<file path="src/rtl/divider_with_buffer.sv">
// Buffered unsigned restoring divider: 2N-bit dividend by N-bit divisor, one quotient bit per clock.
// Optional operand readback on opnd_out is enabled by defining DIVIDER_READBACK_EN.
module divider_with_buffer #(
    parameter int N = 8
) (
    input  logic           clk,
    input  logic           rst,
    input  logic [N-1:0]   din,
    input  logic [1:0]     sel,
    input  logic           load,
    input  logic           start,
    output logic [2*N-1:0] quotient,
    output logic [N-1:0]   remainder,
    output logic           busy,
    output logic           done,
    output logic           dbz,
    output logic [N-1:0]   opnd_out,
    output logic [1:0]     dbg_state
);

    localparam int CW = $clog2(2*N);

    typedef enum logic [1:0] {
        S_IDLE = 2'd0,
        S_RUN  = 2'd1,
        S_DONE = 2'd2
    } state_t;

    // Handshake: load and start are level inputs sampled on every rising edge;
    // both are ignored in RUN, and load wins when both are high on the same edge.

    state_t         state_q, state_d;
    logic [2*N-1:0] a_q, a_d;
    logic [N-1:0]   b_q, b_d;
    logic [2*N-1:0] a_w_q, a_w_d;
    logic [N-1:0]   b_w_q, b_w_d;
    logic [N-1:0]   rem_w_q, rem_w_d;
    logic [CW-1:0]  cnt_q, cnt_d;
    logic [2*N-1:0] quotient_q, quotient_d;
    logic [N-1:0]   remainder_q, remainder_d;
    logic           dbz_q, dbz_d;

    logic           idle_or_done;
    logic           start_ok;
    logic [N:0]     partial;
    logic           ge;
    logic [N-1:0]   rem_step;
    logic [2*N-1:0] q_step;

    assign idle_or_done = (state_q != S_RUN);
    assign start_ok     = idle_or_done && !load && start;

    // The working dividend shifts left each step and collects quotient bits in its LSBs.
    assign partial  = {rem_w_q, a_w_q[2*N-1]};
    assign ge       = (partial >= {1'b0, b_w_q});
    assign rem_step = ge ? (partial[N-1:0] - b_w_q) : partial[N-1:0];
    assign q_step   = {a_w_q[2*N-2:0], ge};

    always_ff @(posedge clk or posedge rst) begin
        if (rst) begin
            state_q <= S_IDLE;
        end else begin
            state_q <= state_d;
        end
    end

    always_comb begin
        state_d = state_q;
        case (state_q)
            S_IDLE, S_DONE: begin
                if (load) begin
                    state_d = S_IDLE;
                end else if (start) begin
                    state_d = (b_q == '0) ? S_DONE : S_RUN;
                end
            end
            S_RUN: begin
                if (cnt_q == '0) begin
                    state_d = S_DONE;
                end
            end
            default: state_d = S_IDLE;
        endcase
    end

    always_comb begin
        busy      = (state_q == S_RUN);
        done      = (state_q == S_DONE);
        dbg_state = state_q;
    end

    always_comb begin
        a_d         = a_q;
        b_d         = b_q;
        a_w_d       = a_w_q;
        b_w_d       = b_w_q;
        rem_w_d     = rem_w_q;
        cnt_d       = cnt_q;
        quotient_d  = quotient_q;
        remainder_d = remainder_q;
        dbz_d       = dbz_q;

        if (idle_or_done && load) begin
            case (sel)
                2'd0:    a_d[N-1:0]   = din;
                2'd1:    a_d[2*N-1:N] = din;
                2'd2:    b_d          = din;
                default: ;
            endcase
            dbz_d = 1'b0;
        end

        if (start_ok) begin
            if (b_q != '0) begin
                a_w_d   = a_q;
                b_w_d   = b_q;
                rem_w_d = '0;
                cnt_d   = CW'(2*N-1);
                dbz_d   = 1'b0;
            end else begin
                dbz_d       = 1'b1;
                quotient_d  = '1;
                remainder_d = a_q[N-1:0];
            end
        end

        if (state_q == S_RUN) begin
            a_w_d   = q_step;
            rem_w_d = rem_step;
            if (cnt_q == '0) begin
                quotient_d  = q_step;
                remainder_d = rem_step;
            end else begin
                cnt_d = cnt_q - CW'(1);
            end
        end
    end

    always_ff @(posedge clk or posedge rst) begin
        if (rst) begin
            a_q         <= '0;
            b_q         <= '0;
            a_w_q       <= '0;
            b_w_q       <= '0;
            rem_w_q     <= '0;
            cnt_q       <= '0;
            quotient_q  <= '0;
            remainder_q <= '0;
            dbz_q       <= 1'b0;
        end else begin
            a_q         <= a_d;
            b_q         <= b_d;
            a_w_q       <= a_w_d;
            b_w_q       <= b_w_d;
            rem_w_q     <= rem_w_d;
            cnt_q       <= cnt_d;
            quotient_q  <= quotient_d;
            remainder_q <= remainder_d;
            dbz_q       <= dbz_d;
        end
    end

    assign quotient  = quotient_q;
    assign remainder = remainder_q;
    assign dbz       = dbz_q;

`ifdef DIVIDER_READBACK_EN
    logic [N-1:0] opnd_q, opnd_d;

    always_comb begin
        opnd_d = '0;
        case (sel)
            2'd0:    opnd_d = a_q[N-1:0];
            2'd1:    opnd_d = a_q[2*N-1:N];
            2'd2:    opnd_d = b_q;
            default: opnd_d = '0;
        endcase
    end

    always_ff @(posedge clk or posedge rst) begin
        if (rst) begin
            opnd_q <= '0;
        end else begin
            opnd_q <= opnd_d;
        end
    end

    assign opnd_out = opnd_q;
`else
    assign opnd_out = '0;
`endif

endmodule

</file>
<file path="config.mk">
export PLATFORM = sky130hd
export DESIGN_NAME = divider_with_buffer
export DESIGN_NICKNAME = d
export VERILOG_FILES = /design/src/rtl/divider_with_buffer.sv
export SDC_FILE = /design/constraint.sdc
export NUM_CORES = 1
export LEC_CHECK = 0
export CELL_PAD_IN_SITES_DETAIL_PLACEMENT = 1
export CELL_PAD_IN_SITES_GLOBAL_PLACEMENT = 1
export CORE_MARGIN = 2
export CORE_UTILIZATION = 43
export CTS_BUF_LIST = sky130_fd_sc_hd__clkbuf_4
export CTS_CLUSTER_DIAMETER = 200
export DETAILED_ROUTE_END_ITERATION = 12
export GPL_TIMING_DRIVEN = 0
export PLACE_DENSITY_LB_ADDON = 0.1
export SYNTH_ARGS = -nofsm -noshare
export SYNTH_HDL_FRONTEND = slang
export SYNTH_SLANG_ARGS = --single-unit
</file>
<file path="constraint.sdc">
create_clock -name clk -period 3.5 [get_ports clk]
set_input_delay 0.875 -clock clk [delete_from_list [all_inputs] [get_ports clk]]
set_output_delay 0.875 -clock clk [all_outputs]
set_load 0.1 [all_outputs]
</file>
* Word-level counts from Yosys, hierarchy flattened
Cells that the tools add are included.
** Word-level totals
- Flip-flop bits (word level) :: 87
- Input port bits :: 14
- Output and inout bits :: 37
** Cells by class
- Add/subtract/negate cells :: 2
- Order comparisons :: 1
- Eq/ne operators :: 7
- Muxes and demuxes :: 27
- Reductions and logical operators :: 19
** Operators by type and width (count)
- two-way mux 16 bit :: 7
- two-way mux 8 bit :: 8
- two-way mux 4 bit :: 4
- AND reduction 2 bit :: 6
- greater-or-equal comparator 9 x 8 -> 1 bit :: 1
- zero test 8 bit :: 1
- two-way mux 2 bit :: 4
- nonzero test 8 bit :: 1
- subtractor 8 bit :: 1
- nonzero test 2 bit :: 3
- equality test 2 x 1 -> 1 bit (second input constant) :: 2
- equality test 2 bit (second input constant) :: 2
- zero test 2 bit :: 2
- zero test 4 bit :: 1
- != test 2 x 1 -> 1 bit (second input constant) :: 2
- one-hot mux 2 bit (2 select lines) :: 1
- subtractor 4 x 1 -> 4 bit (second input constant) :: 1
- logical AND 1 bit :: 3
- two-way mux 1 bit :: 3
- != test 3 bit (second input constant) :: 1
- OR reduction 2 bit :: 1
- zero test 1 bit :: 1

* Logic depth before layout (Yosys ltp)
Gate-level depths: netlist (run 1).
- Word-level depth :: 6
- Depth in mapped cells :: 10

* Worst setup path after synthesis (run 1)
Ideal clock, no wire load.
- Path type :: register -> output
- Start :: register state_q[0] (netlist: dbg_state[0])
- End :: output busy
- Data arrival time :: 2.477 ns
- Slack :: 0.148 ns
- Stages on the path, launching flop included :: 5
- Path buffers :: 2
- Cells stage by stage :: dfrtp_1 > nand2b_1 > inv_1 > buf_2 > buf_1
** On the way
- Longest elaborated chain between the ends :: 1
** Ends and longest elaborated chain
- start: declaration :: line 32 : state_t state_q, state_d;
- start signal: assignment :: line 63 : state_q <= state_d;
- equality test 2 x 1 -> 1 bit :: line 87 : busy = (state_q == S_RUN);
- end: declaration :: line 14 : output logic busy,
Every way passes these cells.

* Final worst setup path (run 1)
- Start :: register state_q[1] (netlist: dbg_state[1])
- End :: output busy
The elaborated chain is that of the path after synthesis.

==> results.py, run 1 <==
metrics = {
    "synth": {
        "synthMuxAreaShare_pct": 14.04,
        "yosys-top-cells-area": "dfrtp_1, mux2_2, mux2i_1",
        "netlist_area_sq_um": 4108,
        "synth_top_cells_by_count": "dfrtp_1, nand2_1, mux2_2",
        "synth_cells": 364,
        "synth-simple-area-share_pct": 9.656,
        "syn_area_per_cell_sq_um": 11.28,
        "synthAdderAreaFrac_pct": 3.229,
        "synth_top_area_share_pct": 53.00,
        "synth_edf_count": 0,
        "synth_compound_area_share_pct": 14.35,
        "synth_flop_cell": "dfrtp_1",
        "async_flop_share_pct": 100.0,
        "synth_seq_cells": 87,
        "synth_warnings": 0,
        "synth-xor-area-share_pct": 1.066,
        "yosysSeqAreaShare_pct": 53.00,
        "synth_most_common_cell": "dfrtp_1",
        "synth_top_family_by_area": "compound AO/OA/AOI/OAI gates",
        "synth.distinct_cells": 52,
        "yosysTopAreaCell": "dfrtp_1",
    },
    "cells_and_area": {
        "seq_area_sq_um": 2177,
        "diodes": 0,
        "final_util_pct": 52.86,
        "syn2layout_area_growth_pct": 18.92,
        "drive_above_1_share_pct": 18.60,
        "final_nets": 449,
        "nFillCells": 1007,
        "multi_input_area_sq_um": 1769,
    },
    "min_path": {
        "hold_start": "quotient[2]$_DFF_PP0_",
        "hold_end": "quotient[2]$_DFF_PP0_",
        "min_path_cells": 1,
        "hold_path.class": "reg2reg",
    },
    "worst_setup_path": {
        "path_buf_inv": 4,
        "worstPathCellList": "nand2b_1, inv_1, buf_2, buf_1, buf_2",
        "critPathMaxFanout": 10,
        "path_class": "reg2out",
        "crit_path_start_kind": "register",
        "r2r-end": "rem_w_q[0]$_DFFE_PP0P_",
        "critPathCaptureType": "output port",
        "r2r_start": "b_w_q[6]$_DFFE_PP0P_",
        "cpMostUsedCell": "buf_2",
        "max_stage_delay_ns": 0.52,
        "worstPathRequired_ns": 2.62,
        "critPathArrivalTime_ns": 2.40,
        "crit_slowest_cell": "buf_2",
        "path_delay_family": "buffers and inverters",
        "worstRegToRegCells": 8,
        "rrSetupSlack_ns": 1.16,
    },
    "placement": {
        "gp_congestion": 0.7674,
        "dp_hpwl_um": 7795,
        "port_buffers": 42,
    },
    "sta": {
        "clock.fmax_mhz": 305.4,
        "setup_violations": 0,
        "finClkSkew_ns": 0.01109,
        "post-route-min-period_ns": 3.275,
        "maxSlewViolCount": 0,
        "hold_viol_final": 0,
        "timing.final.crit_share_pct": 93.57,
        "whs_ns": 0.5040,
        "slew-limit-headroom_pct": 33.70,
        "tightestPinTransition_ns": 0.9913,
        "rsz0062_at_grt": "false",
    },
    "cts": {
        "cts_root_buf": "clkbuf_4",
        "cts_max_level": 3,
        "post_cts_buffers": 0,
        "clock_latency_ns": 0.43,
        "cts_buffers": 9,
        "cts_buffer_depth": 2,
        "numClockSinks": 87,
        "postCtsHoldBufs": 0,
        "cts_tree": "done",
        "clk_pin_slew_ns": 0.14,
    },
    "floorplan": {
        "io_pins": 51,
        "die_h_um": 101.7,
        "rows": 35,
        "start_util_pct": 44.45,
        "core_area_sq_um": 9240,
        "die_w_um": 101.7,
        "fp.dieArea_sq_um": 10350,
    },
    "global_routing": {
        "grt_max_degree": 49,
        "grt_pass1_wl_um": 16710,
        "grtUsageTotal_pct": 21.71,
        "grt.overflow.total": 0,
        "antenna_found_initial": 0,
        "grt_pass1_vias": 3100,
    },
    "status": {
        "outcome": "finished, final reports clean",
    },
    "drt": {
        "wl_per_cell_um": 18.46,
        "drc": 0,
        "drt_first_pass_iters": 4,
        "drtIter0Drc": 74,
        "vias": 3028,
        "ant_nets": 0,
        "routed_wl_um": 10320,
        "routed_via_density": 5.417,
    },
    "run": {
        "maxCapViolations": 0,
    },
}
-- state kept, by name, summed over array words and instances, names as in the netlist, 4 cells and up --
register   count
a_q           16
a_w_q         16
quotient      16
rem_w_q        8
cnt_q          4
remainder      8
b_w_q          8
b_q            8
-- cells in the final DEF, fill, tap and decap left out, types with 2 or more instances in the layout --
cell type,Yosys,routed
buf_2,3,4
nor2_1,17,17
clkdlybuf4s50_1,0,41
o21ai_0,32,32
clkinv_4,0,2
conb_1,1,8
inv_1,14,13
or4_1,2,2
o22a_1,16,16
nand2b_1,3,3
nand4_1,2,2
buf_6,2,2
buf_4,9,9
nor2_2,2,2
a21o_1,3,3
mux2_2,33,33
ha_1,9,9
nor4_1,2,2
o22ai_1,6,6
clkbuf_1,7,7
nand2_2,3,3
xnor2_1,4,4
nand2_1,42,42
dfrtp_1,87,87
a21oi_1,13,13
a211oi_1,2,2
mux2i_1,19,19
and2_1,3,3
clkbuf_4,0,10
nor3_1,3,3
-- what timing repair did --
action	in CTS	in global routing
gates cloned	0	0
pin swaps	0	0
gates resized for setup	3	2
setup endpoints to repair	1	1
-- final cells by class --
type	instances	area share, %
plain buffers	22	2.766
clock buffers	10	1.537
clock inverters	6	1.409
inverters	14	1.127
multi-input cells	248	36.22
flip-flops and latches	87	44.57
well taps	129	3.304
repair buffers	43	9.068
-- kinds of logic after synthesis --
family,Yosys count
flip-flops,87
AND/OR/NAND/NOR,85
multiplexers,53
other,1
AO/OA/AOI/OAI,87
buffers and inverters,36
XOR/XNOR,5
adder cells (fa/ha/maj),10
-- worst max-delay path by stage --
stage | from | endpoint | depth (start not counted)
final | dbg_state[1]$_DFFE_PP0P_ | busy | 5
after global routing | dbg_state[1]$_DFFE_PP0P_ | busy | 5
after detailed placement | dbg_state[1]$_DFFE_PP0P_ | busy | 5
after CTS | dbg_state[1]$_DFFE_PP0P_ | busy | 5
after floorplan | dbg_state[0]$_DFFE_PP0P_ | busy | 4
after global placement | rst | rem_w_q[7]$_DFFE_PP0P_ | 2
-- metrics by stage --
step	setup slack, ns	instance area [sq um]	cells	TNS (ns)
CTS	0.08666	4891	559	0
global route	0.07636	4885	559	0
finish	0.2251	4885	559	0
detailed placement	-0.01019	4746	543	-0.01019
floorplan	0.1479	4134	371	0
global placement	-1.059	4716	542	-91.77
-- per-layer routing --
| metal | wire, um | GRT usage (%) | vias up |
|---|---|---|---|
| li1 | - | - | 1407 |
| met1 | 4881 | 30.57 | 1553 |
| met2 | 5014 | 35.02 | 55 |
| met3 | 292 | 3.037 | 13 |
| met4 | 131 | 6.549 | 0 |
| met5 | 0 | 0 | - |
Power of run 1 is left out: the tool's default activity adds up to more than one toggle a clock period on the data nets, which glitch-free logic cannot reach.
==> run 2, diff against run 1 <==
--- a/config.mk
+++ b/config.mk
@@ -8,9 +8,9 @@
 export CELL_PAD_IN_SITES_DETAIL_PLACEMENT = 1
 export CELL_PAD_IN_SITES_GLOBAL_PLACEMENT = 1
 export CORE_MARGIN = 2
-export CORE_UTILIZATION = 43
+export CORE_UTILIZATION = 41
 export CTS_BUF_LIST = sky130_fd_sc_hd__clkbuf_4
-export CTS_CLUSTER_DIAMETER = 200
+export CTS_CLUSTER_DIAMETER = 40
 export DETAILED_ROUTE_END_ITERATION = 12
 export GPL_TIMING_DRIVEN = 0
 export PLACE_DENSITY_LB_ADDON = 0.1
==> constraint.sdc (replaced) <==
create_clock -name clk -period 2.9 [get_ports clk]
set_input_delay 0.725 -clock clk [delete_from_list [all_inputs] [get_ports clk]]
set_output_delay 0.725 -clock clk [all_outputs]
set_load 0.1 [all_outputs]
==> run 2 against run 1 <==
Against the previous run: routed wire length up 3.3%; clock skew up 0.0043 ns; critical path depth down 4; non-clock buffer count unchanged; worst setup slack worse by 0.091 ns; worst hold slack better by 0.0018 ns; global-route usage down 0.69 points; count of clock-buffer cells in the layout down 1; critical path type unchanged; critical endpoint is now dbg_state[0].
==> results.py, run 2 (synthesis results as in run 1) <==
metrics = {
    "floorplan": {
        "start_util_pct": 42.22,
        "die_w_um": 104.1,
        "io_pins": 51,
        "core_area_sq_um": 9729,
        "fp.dieArea_sq_um": 10840,
        "die_h_um": 104.1,
        "rows": 36,
    },
    "cts": {
        "cts_buffer_depth": 2,
        "cts_root_buf": "clkbuf_4",
        "clock_latency_ns": 0.44,
        "numClockSinks": 87,
        "cts_buffers": 9,
        "cts_tree": "done",
        "clk_pin_slew_ns": 0.15,
        "cts_max_level": 3,
        "postCtsHoldBufs": 0,
    },
    "sta": {
        "finClkSkew_ns": 0.01536,
        "hold_viol_final": 0,
        "clock.fmax_mhz": 361.5,
        "setup_violations": 0,
        "setup_slack_ns": 0.1337,
        "maxSlewViolCount": 0,
        "post-route-min-period_ns": 2.766,
        "timing.final.crit_share_pct": 95.39,
        "final.setup.tns_ns": 0,
        "tightestPinTransition_ns": 0.9778,
        "rsz0062_at_grt": "false",
        "slew-limit-headroom_pct": 34.61,
    },
    "min_path": {
        "hold_end": "quotient[5]$_DFF_PP0_",
        "hold_start": "quotient[5]$_DFF_PP0_",
        "hold_path.class": "reg2reg",
        "min_path_cells": 1,
    },
    "cells_and_area": {
        "diodes": 0,
        "multi_input_area_sq_um": 1772,
        "drive_above_1_share_pct": 19.07,
        "final_nets": 449,
        "nFillCells": 1083,
        "seq_area_sq_um": 2177,
        "final_cell_mix": "dfrtp_1, nand2_1, clkdlybuf4s50_1",
        "syn2layout_area_growth_pct": 18.89,
        "final_common_cell": "dfrtp_1",
        "fin_cells": 563,
    },
    "placement": {
        "placed_cells": 548,
        "dp_hpwl_um": 8193,
        "gp_congestion": 0.7627,
        "port_buffers": 42,
        "dpl_worst_slack_ns": -0.3796,
    },
    "global_routing": {
        "grt_max_degree": 42,
        "grt_pass1_wl_um": 17660,
        "grtUsageTotal_pct": 21.01,
        "grt.overflow.total": 0,
        "antenna_found_initial": 0,
        "grt_pass1_vias": 3200,
    },
    "worst_setup_path": {
        "critPathCaptureType": "output port",
        "max_stage_delay_ns": 1.16,
        "r2r_start": "b_w_q[6]$_DFFE_PP0P_",
        "path_class": "reg2out",
        "path_buf_inv": 1,
        "worstPathCellList": "clkdlybuf4s50_1",
        "crit_path_start_kind": "register",
        "r2r-end": "remainder[4]$_DFF_PP0_",
        "critPathMaxFanout": 5,
        "path_delay_family": "buffers and inverters",
        "rrSetupSlack_ns": 0.53,
        "crit_slowest_cell": "clkdlybuf4s50_1",
        "critPathArrivalTime_ns": 2.04,
        "worstRegToRegCells": 8,
        "worstPathRequired_ns": 2.17,
    },
    "drt": {
        "routed_wl_um": 10670,
        "ant_nets": 0,
        "drtIter0Drc": 75,
        "drc": 0,
        "vias": 3017,
        "wl_per_cell_um": 18.94,
        "routed_via_density": 5.359,
        "drt_first_pass_iters": 4,
    },
    "status": {
        "outcome": "finished, final reports clean",
    },
    "run": {
        "maxCapViolations": 0,
    },
}
[run 2: cell types whose count changed in the layout (fill, tap and decap cells not counted), sizes merged]
| cell | delta |
|---|---|
| bufinv | -1 |
| clkbuf | -1 |
| clkdlybuf4s50 | -1 |
| clkinv | -1 |
| clkinvlp | +1 |
| dlygate4sd2 | +1 |
| inv | +2 |
[run 2: worst max path at each step]
stage,from,to,slack (ns),cells past startpoint
after floorplan,dbg_state[0]$_DFFE_PP0P_,busy,0.07,4
after global placement,dbg_state[1]$_DFFE_PP0P_,busy,-0.36,5
after detailed placement,dbg_state[1]$_DFFE_PP0P_,busy,-0.38,5
after CTS,dbg_state[1]$_DFFE_PP0P_,busy,0.02,5
after global routing,dbg_state[0]$_DFFE_PP0P_,dbg_state[0],0.07,1
final,dbg_state[0]$_DFFE_PP0P_,dbg_state[0],0.13,1
[run 2: final cells by class]
cell class / count / share of cell area [%]
Clock buffer: 9 / 1.384
Multi-Input combinational cell: 248 / 36.28
Tap cell: 133 / 3.408
Buffer: 21 / 2.690
Timing Repair Buffer: 44 / 9.429
Sequential cell: 87 / 44.58
Clock inverter: 7 / 1.076
Inverter: 14 / 1.153
[run 2: stage by stage]
step / hold WS [ns] / utilization (%) / instance area, sq um
2_1_floorplan: 0.4593 / - / 4148
3_3_place_gp: 0.4746 / 48.66 / 4735
3_5_place_dp: 0.4779 / 49.07 / 4775
4_1_cts: 0.5118 / 50.31 / 4895
5_1_grt: 0.5252 / 50.19 / 4883
6_report: 0.5058 / 50.19 / 4883
[run 2: metal layers]
| metal | GRT usage, % | share of wire, % |
|---|---|---|
| met3 | 4.198 | 3.3 |
| met5 | 0 | 0 |
| met2 | 33.60 | 48 |
| met1 | 29.64 | 48 |
| met4 | 4.826 | 0.82 |
[run 2: what timing repair did]
action                     4_1_cts  5_1_grt
setup endpoints to repair        2        1
gates resized for setup          8        0
buffers inserted                 0        0
cloned                           0        0
Power of run 2 is left out for the same reason.
==> run 3, diff against run 2 <==
--- a/config.mk
+++ b/config.mk
@@ -5,6 +5,7 @@
 export SDC_FILE = /design/constraint.sdc
 export NUM_CORES = 1
 export LEC_CHECK = 0
+export CAP_MARGIN = 10
 export CELL_PAD_IN_SITES_DETAIL_PLACEMENT = 1
 export CELL_PAD_IN_SITES_GLOBAL_PLACEMENT = 1
 export CORE_MARGIN = 2
@@ -13,6 +14,7 @@
 export CTS_CLUSTER_DIAMETER = 40
 export DETAILED_ROUTE_END_ITERATION = 12
 export GPL_TIMING_DRIVEN = 0
+export HOLD_SLACK_MARGIN = 0.02
 export PLACE_DENSITY_LB_ADDON = 0.1
 export SYNTH_ARGS = -nofsm -noshare
 export SYNTH_HDL_FRONTEND = slang
==> results of run 3 <==
The final DEF is identical to that of run 2; final timing and power are the same.
Power of run 3 is left out for the same reason.
